## config.mk

```make
export PLATFORM = sky130hd
export DESIGN_NAME = hurricane_mode_controller
export DESIGN_NICKNAME = d
export VERILOG_FILES = /design/src/rtl/hurricane_mode_controller.sv
export SDC_FILE = /design/constraint.sdc
export NUM_CORES = 1
export LEC_CHECK = 0
export ABC_AREA = 1
export CAP_MARGIN = 20
export CORE_ASPECT_RATIO = 0.8
export CORE_MARGIN = 2
export CORE_UTILIZATION = 42
export CTS_CLUSTER_SIZE = 10
export DETAILED_ROUTE_END_ITERATION = 6
export SLEW_MARGIN = 20
export SYNTH_ARGS = -nofsm -noshare
export SYNTH_HDL_FRONTEND = slang
export SYNTH_SLANG_ARGS = --single-unit
```

## constraint.sdc

```tcl
create_clock -name clk -period 5.17 [get_ports clk]
set_input_delay 1.034 -clock clk [delete_from_list [all_inputs] [get_ports clk]]
set_output_delay 1.034 -clock clk [all_outputs]
set_load 0.05 [all_outputs]
```

## src/rtl/hurricane_mode_controller.sv

```systemverilog
// Exhaust hood mode sequencer: key/menu edge decode, one-shot hurricane countdown, return-to-standby countdown.
// Latency: an input edge sampled at a clk edge is reflected on the outputs right after that edge; no backpressure (level inputs only).
module hurricane_mode_controller #(
    parameter int MODE_WIDTH     = 3,
    parameter int MAX_WIDTH      = 32,
    parameter int COUNTER_1SEC   = 100_000_000 - 1,
    parameter int HURRICANE_TIME = 60,
    parameter int RETURN_TIME    = 60
) (
    input  logic                  clk,
    input  logic                  rst,
    input  logic                  power_on,
    input  logic                  key_first,
    input  logic                  key_second,
    input  logic                  key_third,
    input  logic                  menu_signal,
    output logic [MODE_WIDTH-1:0] current_mode,
    output logic [MAX_WIDTH-1:0]  remaining_time,
    output logic                  third_used,
    output logic                  exit_pulse
);

    typedef enum logic [MODE_WIDTH-1:0] {
        OFF          = MODE_WIDTH'(0),
        STANDBY      = MODE_WIDTH'(1),
        FIRST        = MODE_WIDTH'(2),
        SECOND       = MODE_WIDTH'(3),
        THIRD        = MODE_WIDTH'(4),
        THIRD_RETURN = MODE_WIDTH'(5)
    } mode_t;

    mode_t                state;
    logic [MAX_WIDTH-1:0] sec_cnt;
    logic                 key_first_q;
    logic                 key_second_q;
    logic                 key_third_q;
    logic                 menu_q;

    logic first_rise;
    logic second_rise;
    logic third_rise;
    logic menu_rise;
    logic tick;

    assign first_rise  = key_first   & ~key_first_q;
    assign second_rise = key_second  & ~key_second_q;
    assign third_rise  = key_third   & ~key_third_q;
    assign menu_rise   = menu_signal & ~menu_q;
    assign tick        = (sec_cnt == MAX_WIDTH'(COUNTER_1SEC));

    assign current_mode = state;

    always_ff @(posedge clk) begin
        if (rst) begin
            state          <= OFF;
            remaining_time <= '0;
            sec_cnt        <= '0;
            third_used     <= 1'b0;
            exit_pulse     <= 1'b0;
            key_first_q    <= 1'b0;
            key_second_q   <= 1'b0;
            key_third_q    <= 1'b0;
            menu_q         <= 1'b0;
        end else begin
            key_first_q  <= key_first;
            key_second_q <= key_second;
            key_third_q  <= key_third;
            menu_q       <= menu_signal;
            exit_pulse   <= 1'b0;

            if (!power_on) begin
                state          <= OFF;
                remaining_time <= '0;
                sec_cnt        <= '0;
                third_used     <= 1'b0;
            end else begin
                case (state)
                    OFF: begin
                        state <= STANDBY;
                    end
                    STANDBY: begin
                        if (first_rise) begin
                            state <= FIRST;
                        end else if (second_rise) begin
                            state <= SECOND;
                        end else if (third_rise && !third_used) begin
                            state          <= THIRD;
                            remaining_time <= MAX_WIDTH'(HURRICANE_TIME);
                            sec_cnt        <= '0;
                            third_used     <= 1'b1;
                        end
                    end
                    FIRST, SECOND: begin
                        if (menu_rise) begin
                            state <= STANDBY;
                        end else if (first_rise) begin
                            state <= FIRST;
                        end else if (second_rise) begin
                            state <= SECOND;
                        end
                    end
                    THIRD, THIRD_RETURN: begin
                        // Expiry outranks a coincident menu edge, which is then simply dropped.
                        if (tick && remaining_time <= MAX_WIDTH'(1)) begin
                            state          <= (state == THIRD) ? SECOND : STANDBY;
                            remaining_time <= '0;
                            sec_cnt        <= '0;
                            exit_pulse     <= 1'b1;
                        end else if (menu_rise && state == THIRD) begin
                            state          <= THIRD_RETURN;
                            remaining_time <= MAX_WIDTH'(RETURN_TIME);
                            sec_cnt        <= '0;
                        end else if (tick) begin
                            sec_cnt        <= '0;
                            remaining_time <= remaining_time - MAX_WIDTH'(1);
                        end else begin
                            sec_cnt <= sec_cnt + MAX_WIDTH'(1);
                        end
                    end
                    default: begin
                        state          <= STANDBY;
                        remaining_time <= '0;
                        sec_cnt        <= '0;
                    end
                endcase
            end
        end
    end

endmodule

```

==> results of run 1 <==
-- through the flow --
step | area [sq um] | hold slack (ps) | util | setup slack (ps) | cells
after global routing | 5170 | 513 | 0.511 | 1670 | 888
after global placement | 4860 | 478 | 0.480 | 1660 | 873
after floorplan | 4310 | 455 | - | 2830 | 699
final | 5170 | 506 | 0.511 | 1910 | 888
after detailed placement | 4860 | 491 | 0.480 | 1580 | 873
after CTS | 5170 | 499 | 0.511 | 1910 | 888
-- layout by cell type (no fill, tap or decap), types with 2 or more instances in the layout --
cell	count
a31o_2	2
nand2_4	2
xnor2_1	6
nor2_2	2
a21oi_1	29
nand2_2	4
nand4_1	17
clkdlybuf4s50_1	43
inv_2	5
nor2_4	2
a21oi_2	2
inv_1	74
nor2_1	168
nor4_1	3
nor3_1	18
nand2_1	187
nand3_1	42
o21ai_0	13
a31oi_1	3
clkbuf_8	4
or2_2	4
o211ai_1	2
ha_1	3
clkbuf_16	9
o21a_1	2
dfxtp_1	73
xor2_1	16
-- report_power, final --
group,switching (uW),internal (uW)
combinational,130,59.7
sequential,8.47,570
clock,238,423
total,377,1050
-- worst max path at each step --
stage | startpoint | to | slack [ps] | depth (start not counted)
floorplan | menu_signal | remaining_time[10]$_SDFFE_PP0P_ | 2830 | 11
global placement | key_third | remaining_time[8]$_SDFFE_PP0P_ | 1660 | 10
detailed placement | key_third | remaining_time[31]$_SDFFE_PP0P_ | 1580 | 10
CTS | key_third | remaining_time[31]$_SDFFE_PP0P_ | 1910 | 10
global route | key_third | remaining_time[16]$_SDFFE_PP0P_ | 1670 | 10
finish | key_third | remaining_time[31]$_SDFFE_PP0P_ | 1910 | 10
-- cell usage after synthesis --
| cell | instances | area, sq um |
|---|---|---|
| nor2_1 | 168 | 631 |
| nand3b_1 | 1 | 7.51 |
| nand2_4 | 2 | 22.5 |
| o21ai_0 | 13 | 65.1 |
| nand3_2 | 1 | 10.0 |
| o21ai_1 | 1 | 5.00 |
| a21oi_2 | 2 | 17.5 |
| nor3_1 | 18 | 90.1 |
| nand3_1 | 42 | 210 |
| nor3b_1 | 1 | 7.51 |
| nor2_2 | 2 | 12.5 |
| dfxtp_1 | 73 | 1460 |
| clkbuf_1 | 2 | 7.51 |
| nand2_2 | 4 | 25.0 |
| o311ai_0 | 1 | 8.76 |
| buf_2 | 1 | 5.00 |
| buf_4 | 3 | 22.5 |
| o211ai_1 | 2 | 15.0 |
| xor2_1 | 16 | 140 |
| nor4_1 | 3 | 18.8 |
| a31oi_1 | 3 | 18.8 |
| ha_1 | 3 | 37.5 |
| o22ai_1 | 1 | 6.26 |
| buf_1 | 1 | 3.75 |
| and3_1 | 1 | 6.26 |
| nand4_1 | 17 | 106 |
| a21oi_4 | 1 | 16.3 |
| a21boi_0 | 1 | 7.51 |
| or2_2 | 4 | 25.0 |
| nor2_8 | 1 | 20.0 |
| o21bai_1 | 1 | 7.51 |
| a21oi_1 | 29 | 145 |
| nor2_4 | 2 | 22.5 |
| o21a_1 | 2 | 15.0 |
| buf_6 | 2 | 22.5 |
| nand2_1 | 187 | 702 |
| inv_1 | 74 | 278 |
| inv_2 | 5 | 18.8 |
| a31o_2 | 2 | 17.5 |
| xnor2_1 | 6 | 52.6 |
-- cell type report --
type / count / area, sq um
clock inverters: 2 / 35.0
flip-flops and latches: 73 / 1460
fillers: 1074 / 4940
well taps: 140 / 175
clock buffers: 13 / 280
multi-input cells: 538 / 2490
inverters: 79 / 297
repair buffers: 43 / 430
-- kinds of logic after synthesis --
kind of cell / Yosys count / share of synthesized area
XOR/XNOR: 22 / 0.0447
flip-flops: 73 / 0.339
AND/OR/NAND/NOR: 454 / 0.445
AO/OA/AOI/OAI: 59 / 0.0801
adder cells (fa/ha/maj): 3 / 0.00871
buffers and inverters: 88 / 0.0830
-- flip-flops by register name, indices dropped and copies added (netlist names) --
name / cells
remaining_time: 32
menu_q: 1
key_first_q: 1
exit_pulse: 1
key_second_q: 1
sec_cnt: 32
third_used: 1
current_mode: 3
key_third_q: 1
-- per-layer routing --
metal,GRT usage,vias up,wire (um)
li1,-,2294,-
met1,0.351,1987,6400
met2,0.310,140,4780
met3,0.0552,10,864
met4,0.0529,0,114
met5,0,-,0
-- worst register-to-register path: stages, from the launching register on --
cell	delay (ps)
dfxtp_1	470
inv_2	120
nor2_8	250
nand2_2	110
nor2_4	230
nor2_4	90
nand2_4	120
nand2_4	110
nand2_2	410
nand2_2	180
inv_2	240
nor2_1	90
==> out/results.txt, run 1 <==
Status = completed
CP required = 5390 ps
Nets = 754
Syn avg cell area = 6.17 sq um
PortBufs = 43
Vias per inst = 4.99
CP peak stage delay = 450 ps
First-pass GRT wire length = 19400 um
Reg2Reg Setup Slack = 2660 ps
TritonCTS clock tree = yes
Max frequency = 307 MHz
Cts hold-fix bufs = 0
Setup crit end kind = flop
Chip Width = 117 um
Remaining Overflow, GRT = 0
Worst path most repeated cell = nand2_2
Rows = 33
Area growth, synth to finish = 19.9%
CTS max path bufs = 2
Clk slew on worst S/H paths = 50 ps
Total power = 1430 uW
Worst vdd ir = 0.164 mV
Setup TNS = 0 ps
Cells after Synth = 699
Chip height = 94.6 um
Syn Std Cell Area = 4310 sq um
Synth unique cells = 40
DP HPWL = 9140 um
Crit start category = input port
CP bufs+invs = 3
Routability cong. = 0.956
Syn nets = 709
GR Util All Layers = 0.226
Final WL = 12200 um
Max Slew Vio Count = 0
N_diodes = 0
Leak pwr = 0.00214 uW
MaxCap Viol Count = 0
Critical path arrival = 3480 ps
Final clock period utilization by the worst path = 0.631
Clk_lat worst skew = 340 ps
Minimum clock period = 3260 ps
Root buffer cell = clkbuf_16
Largest net degree at the start of global routing = 22
Seq/Total Area, Yosys = 0.339
CTS Buf Count = 9
Syn. warnings = 0
HP Start = sec_cnt[21]$_SDFFE_PP0P_
Share of cells above drive strength 1 = 0.0548
Via count = 4431
Hold depth = 1
Top Family by Delay on Critical Path = simple AND/OR/NAND/NOR gates
Final setup viols = 0
CP Class = in2reg
FF+latch count, synth = 73
Worst hold path endpoint = sec_cnt[21]$_SDFFE_PP0P_
CTS Sinks = 73
Routed Antenna Nets = 0
Drc violations = 0
CORE AREA = 10100 sq um
Crit-path max FO = 21
Fin. Hold Viols = 0
Slew @ Worst Pin = 834 ps
Wire per inst = 13.7 um
Crit path cell chain = clkdlybuf4s50_1, inv_1, nor3_1, nand2_1, nand2_2, nand2_4, nand2_2, nand2_2, inv_2, nor2_1
Clock Skew = 7.12 ps
Slowest cell on the critical path = clkdlybuf4s50_1
I/O pin cnt = 44
Vias in the first global route = 3966
Worst hold path type = reg2reg
Pre-Repair DR Iteration Count = 5
Max transition margin = 0.444
R2R depth = 11
Reg-to-reg endpoint = remaining_time[31]$_SDFFE_PP0P_
Initial core utilization = 0.426
Antenna violations before repair = 0
Setup Buffers After CTS = 0
Unrepaired setup endpoints after global routing = false
Post-CTS sizing = 0
DRT iter0 DRCs = 365
Pwr dens = 276 nW/um^2
CTS H-tree lvls = 3
Die area = 11100 sq um
Reg-to-reg startpoint = current_mode[2]$_SDFFE_PP0P_
Power figures use the tool's default switching activity.
==> run 2: changes to the inputs <==
==> constraint.sdc (replaced) <==
create_clock -name clk -period 3.1 [get_ports clk]
set_input_delay 0.62 -clock clk [delete_from_list [all_inputs] [get_ports clk]]
set_output_delay 0.62 -clock clk [all_outputs]
set_load 0.05 [all_outputs]
==> run 2 against run 1 <==
  * Non-clock buffer count rose by 7
  * Worst setup slack worse by 1300 ps
  * Combinational power increased by 71%
  * Critical path type unchanged
==> out/results.txt, run 2 (same netlist as run 1, synthesis figures left out) <==
CP required = 3320 ps (-2070 ps)
Drc violations = 0 (unchanged)
CTS max path bufs = 2 (unchanged)
Final setup margin = 569 ps (-1340 ps)
Pwr dens = 427 nW/um^2 (+55%)
Cell Int Power = 1590 uW (+51%)
Fill count = 1054 (-1.9%)
Wire per inst = 13.4 um (-1.8%)
N_diodes = 0 (unchanged)
CORE AREA = 10100 sq um (unchanged)
Cts hold-fix bufs = 0 (unchanged)
GR Util All Layers = 0.229 (+0.00319)
Status = completed
CTS Sinks = 73 (unchanged)
Sw Share = 0.278 (+0.0147)
Root buffer cell = clkbuf_16
Pre-Repair DR Iteration Count = 5 (unchanged)
Placement Setup Slack = 229 ps (-1350 ps)
Chip Width = 117 um (unchanged)
Max transition margin = 0.657 (+0.212)
Antenna violations before repair = 0 (unchanged)
Die area = 11100 sq um (unchanged)
Setup crit end kind = flop
Commonest non-fill, non-tap cells in the layout = 187 x nand2_1, 168 x nor2_1, 74 x inv_1
Crit start category = input port
Nets = 761 (+0.93%)
Initial core utilization = 0.426 (unchanged)
Vias in the first global route = 4108 (+3.6%)
Max Slew Vio Count = 0 (unchanged)
Clock power share = 0.414 (-0.048)
Final WL = 12000 um (-1.2%)
Rows = 33 (unchanged)
Commonest non-fill, non-tap cell in the layout = nand2_1
Vias per inst = 5.11 (+2.3%)
Final clock period utilization by the worst path = 0.817
Minimum clock period = 2530 ps
Share of cells above drive strength 1 = 0.0570 (+0.00222)
Worst hold path type = reg2reg
Final core occ = 0.509 (-0.00173)
Clk_lat worst skew = 340 ps (about the same)
I/O pin cnt = 44 (unchanged)
Area used by multi-input combinational logic = 2490 sq um (unchanged)
Routed Antenna Nets = 0 (unchanged)
Fin. Hold Viols = 0 (unchanged)
Max frequency = 395 MHz
Routability cong. = 0.920 (-3.8%)
Via count = 4564 (+3.0%)
First-pass GRT wire length = 19900 um (+2.5%)
Leak pwr = 0.00214 uW (-0.19%)
MaxCap Viol Count = 0 (unchanged)
Chip height = 94.6 um (unchanged)
Clock Skew = 3.23 ps (-3.89 ps)
Seq pwr share = 0.438 (+0.033)
Unrepaired setup endpoints after global routing = false
Clk slew on worst S/H paths = 50 ps (about the same)
PortBufs = 43 (unchanged)
DRT iter0 DRCs = 272 (-25%)
NetSw = 613 uW (+63%)
Setup Buffers After CTS = 0 (unchanged)
TritonCTS clock tree = yes
Area growth, synth to finish = 19.5%
DP HPWL = 9050 um (-0.98%)
Critical path arrival = 2750 ps (-730 ps)
Largest net degree at the start of global routing = 18 (-18%)
CTS H-tree lvls = 3 (unchanged)
Post-CTS sizing = 0 (unchanged)
Worst vdd ir = 0.260 mV (+59%)
Setup TNS = 0 ps (unchanged)
CTS Buf Count = 9 (unchanged)
Final setup viols = 0 (unchanged)
Crit-path max FO = 14 (-33%)
Register area = 1460 sq um (unchanged)
Remaining Overflow, GRT = 0 (unchanged)
Gate power share = 0.147 (+0.014)
Slew @ Worst Pin = 511 ps (-322 ps)
CP Class = in2reg
## run 2: cell count changes in the layout (fill, tap and decap cells not counted), sizes merged
cell and change:
buf +7, bufinv -1
## run 2: path summary, 6_finish.rpt
path / startpoint / to / slack [ps] / cells after the start
worst max-delay path: menu_signal / remaining_time[7]$_SDFFE_PP0P_ / 570 / 11
worst min-delay path: sec_cnt[4]$_SDFFE_PP0P_ / sec_cnt[4]$_SDFFE_PP0P_ / 500 / 1
worst max register to register: sec_cnt[0]$_SDFFE_PP0P_ / remaining_time[7]$_SDFFE_PP0P_ / 730 / 12
worst min register to register: sec_cnt[4]$_SDFFE_PP0P_ / sec_cnt[4]$_SDFFE_PP0P_ / 500 / 1
## run 2: worst max-delay path, stage by stage
cell and delay, ps:
clkdlybuf4s50_1 460, inv_1 50, or2_2 310, nor2_4 240, nor2_4 90, nand2_4 110, nand2_4 110, nand2_2 260
nand2_2 160, inv_2 230, nor2_1 90
## run 2: metal layers
| layer | part of all wire | global-route usage | up-vias |
|---|---|---|---|
| met5 | 0 | 0 | - |
| met4 | 0.0097 | 0.0676 | 0 |
| met3 | 0.067 | 0.0539 | 9 |
| met2 | 0.41 | 0.323 | 136 |
| met1 | 0.52 | 0.344 | 2102 |
| li1 | - | - | 2317 |
## run 2: power by group through the flow
stage	Clock, uW	Sequential, uW	Combinational, uW
after detailed placement	0	985	320
after CTS	938	965	323
after global routing	971	967	362
after global placement	0	985	322
final	912	965	325
after floorplan	0	1020	203
## run 2: per-stage QoR
step / instance area (sq um) / hold slack, ps / total power [uW] / instances
floorplan: 4310 / 455 / 1220 / 699
global placement: 4910 / 474 / 1310 / 880
detailed placement: 4910 / 483 / 1310 / 880
CTS: 5150 / 505 / 2230 / 894
global route: 5150 / 527 / 2300 / 894
finish: 5150 / 502 / 2200 / 894
## run 2: layout make-up
class / count / share of cell area
flip-flops and latches: 73 / 0.284
clock inverters: 1 / 0.000971
clock buffers: 13 / 0.0466
inverters: 79 / 0.0575
repair buffers: 50 / 0.0937
multi-input cells: 538 / 0.484
well taps: 140 / 0.0340
==> edit (flow settings as in run 2) <==
Add an input register stage for `power_on`, `key_second`, `key_third` and `menu_signal`; this delays them by one clock.
--- a/src/rtl/hurricane_mode_controller.sv
+++ b/src/rtl/hurricane_mode_controller.sv
@@ -30,4 +30,23 @@
     } mode_t;
 
+    logic power_on_q;
+    logic key_second_r;
+    logic key_third_r;
+    logic menu_signal_q;
+
+    always_ff @(posedge clk) begin
+        if (rst) begin
+            power_on_q    <= '0;
+            key_second_r  <= '0;
+            key_third_r   <= '0;
+            menu_signal_q <= '0;
+        end else begin
+            power_on_q    <= power_on;
+            key_second_r  <= key_second;
+            key_third_r   <= key_third;
+            menu_signal_q <= menu_signal;
+        end
+    end
+
     mode_t                state;
     logic [MAX_WIDTH-1:0] sec_cnt;
@@ -44,7 +63,7 @@
 
     assign first_rise  = key_first   & ~key_first_q;
-    assign second_rise = key_second  & ~key_second_q;
-    assign third_rise  = key_third   & ~key_third_q;
-    assign menu_rise   = menu_signal & ~menu_q;
+    assign second_rise = key_second_r & ~key_second_q;
+    assign third_rise  = key_third_r & ~key_third_q;
+    assign menu_rise   = menu_signal_q & ~menu_q;
     assign tick        = (sec_cnt == MAX_WIDTH'(COUNTER_1SEC));
 
@@ -64,10 +83,10 @@
         end else begin
             key_first_q  <= key_first;
-            key_second_q <= key_second;
-            key_third_q  <= key_third;
-            menu_q       <= menu_signal;
+            key_second_q <= key_second_r;
+            key_third_q  <= key_third_r;
+            menu_q       <= menu_signal_q;
             exit_pulse   <= 1'b0;
 
-            if (!power_on) begin
+            if (!power_on_q) begin
                 state          <= OFF;
                 remaining_time <= '0;
Behaviour: not the same (Yosys sat finds a counterexample within 4 cycles, from zero or initial values and one cycle with rst high).
==> edit against run 2 <==
Cell area increased by 4.0%. Global-route usage is 1.1 points lower. Worst setup slack better by 170 ps. Routed wire length increased by 0.59%. Sequential cell count rose by 4. Sequential share of layout area increased by 0.42 points. Area after synthesis up 3.8%. Highest routed layer unchanged.
Power is not compared: it rests on default switching activity, and its combinational part moved more than twofold at a synthesized area within 25%.
==> edit: results (changes against run 2) <==
metric	value	unit	change
ctsLongestPathBuffers	2		unchanged
cp_max_fo	15		+1
timing.rr.start	current_mode[2]		
syn_nets	720		+1.6%
grt_max_degree	21		+3
place_congestion	0.9246		+0.53%
slowest_delay	430	ps	-30 ps
post_cts_resized	0		unchanged
slowest_stage	clkdlybuf4s50_1		
cts_root_buf	clkbuf_16		
num_antenna_cells	0		unchanged
status	complete, no violations		
synth_common_cells	nand2_1, nor2_1, inv_1, dfxtp_1, nand3_1		
p_leak	2.191	nW	
cp_top_family	buffers and inverters		
ys_seq_area_share	34.45	%	+0.56 points
h-tree-depth	3		unchanged
path_clk_slew	60	ps	
antenna_found_initial	0		unchanged
detail_route.wl_per_cell	13.39	µm	-0.41%
synthTopCellsByArea	dfxtp_1, nand2_1, nor2_1		
port_buffers	43		unchanged
grt_pass1_vias	4042		-1.6%
async_flop_share	0	%	unchanged
firstDrtPassIters	4		-1
via_count	4600		+0.79%
fillers	1084		+2.8%
worstMarginPinSlew	611.9	ps	+100.7 ps
cp.arrival	2590	ps	-160 ps
clkLatencyLatePin	350	ps	
grt_use_total	21.87	%	-1.1 points
peakVddDrop	0.2328	mV	
reg2reg_slack	880	ps	+150 ps
reg2regPathDepth	10		-2
fin_skew	11.87	ps	+8.646 ps
hold-path-endpoint	menu_q		
r2r_end	remaining_time[7]		
min_path_cells	2		+1
min_from	menu_signal_q		
cts_buffers	9		unchanged
post-cts-setup-buffers	0		unchanged
dpl.hpwl	9.311	mm	+2.8%
min_path_type	flop to flop		
grt_pass1_wl	19.84	mm	-0.24%
yosys_warnings	0		unchanged
drtIter0Drc	404		+49%
ys_types	39		-2.5%
finalNetCount	768		+0.92%
drive_gt1_share	6.815	%	+1.1 points
[edit: changes by cell type in the layout (fill, tap and decap cells not counted), sizes merged, moves of 4 or more]
cell    change
nor2       -10
nand2      -12
a21oi       -4
clkbuf      -4
nand4      +10
inv         +7
dfxtp       +4
nor3        +8
[edit: kinds of logic (layout without fill, tap and decap cells)]
kind of cell,after synthesis,after routing,share of synthesized area (%)
AND/OR/NAND/NOR,452,452,43.93
buffers and inverters,97,150,8.892
XOR/XNOR,23,23,4.502
AO/OA/AOI/OAI,58,58,7.383
adder cells (fa/ha/maj),3,3,0.8390
flip-flops,77,77,34.45
[edit: worst max-delay path by stage]
stage                      startpoint                 end  slack [ps]  depth (start not counted)
floorplan           remaining_time[0]  remaining_time[11]        1020                         12
finish                      key_first   remaining_time[7]         740                         12
global placement            key_first  remaining_time[11]         470                         12
detailed placement          key_first   remaining_time[7]         410                         12
CTS                         key_first   remaining_time[7]         770                         12
global route                key_first  remaining_time[28]         510                         13
[edit: power by group]
group | internal, mW | switching, mW
registers | 0.996 | 0.00431
logic | 0.0355 | 0.0663
clock network | 0.701 | 0.433
[edit: area by class of cell]
cell class / instances / share of cell area, %
clock buffers: 9 / 4.204
repair buffers: 48 / 8.734
well taps: 140 / 3.269
multi-input cells: 536 / 47.31
clock inverters: 7 / 1.681
flip-flops and latches: 77 / 28.77
inverters: 86 / 6.025
[edit: worst register-to-register path: stages, from the launching register on]
cell	delay, ps
dfxtp_1	390
inv_2	80
nor2_4	310
nand2_1	110
nor2_2	330
nor2_4	90
a21oi_4	280
buf_4	240
nand2_1	80
xor2_1	140
nor2_1	50
[edit: through the flow]
stage	instance area, µm²	hold WS, ps	setup WS (ps)	utilization (%)	cells
final	5358	423.2	738.6	51.90	903
after global routing	5358	466.5	513.1	51.90	903
after CTS	5358	425.7	765.4	51.90	903
after detailed placement	5042	417.3	409.0	48.85	887
after global placement	5042	408.7	465.3	48.85	887
after floorplan	4474	402.2	1022	-	710
[edit: per-layer routing]
| metal | vias to the layer above | global-route usage (%) | routed length (µm) |
|---|---|---|---|
| li1 | 2373 | - | - |
| met1 | 2072 | 33.44 | 6382 |
| met2 | 148 | 30.84 | 4835 |
| met3 | 7 | 4.443 | 777 |
| met4 | 0 | 5.588 | 92 |
| met5 | - | 0 | 0 |
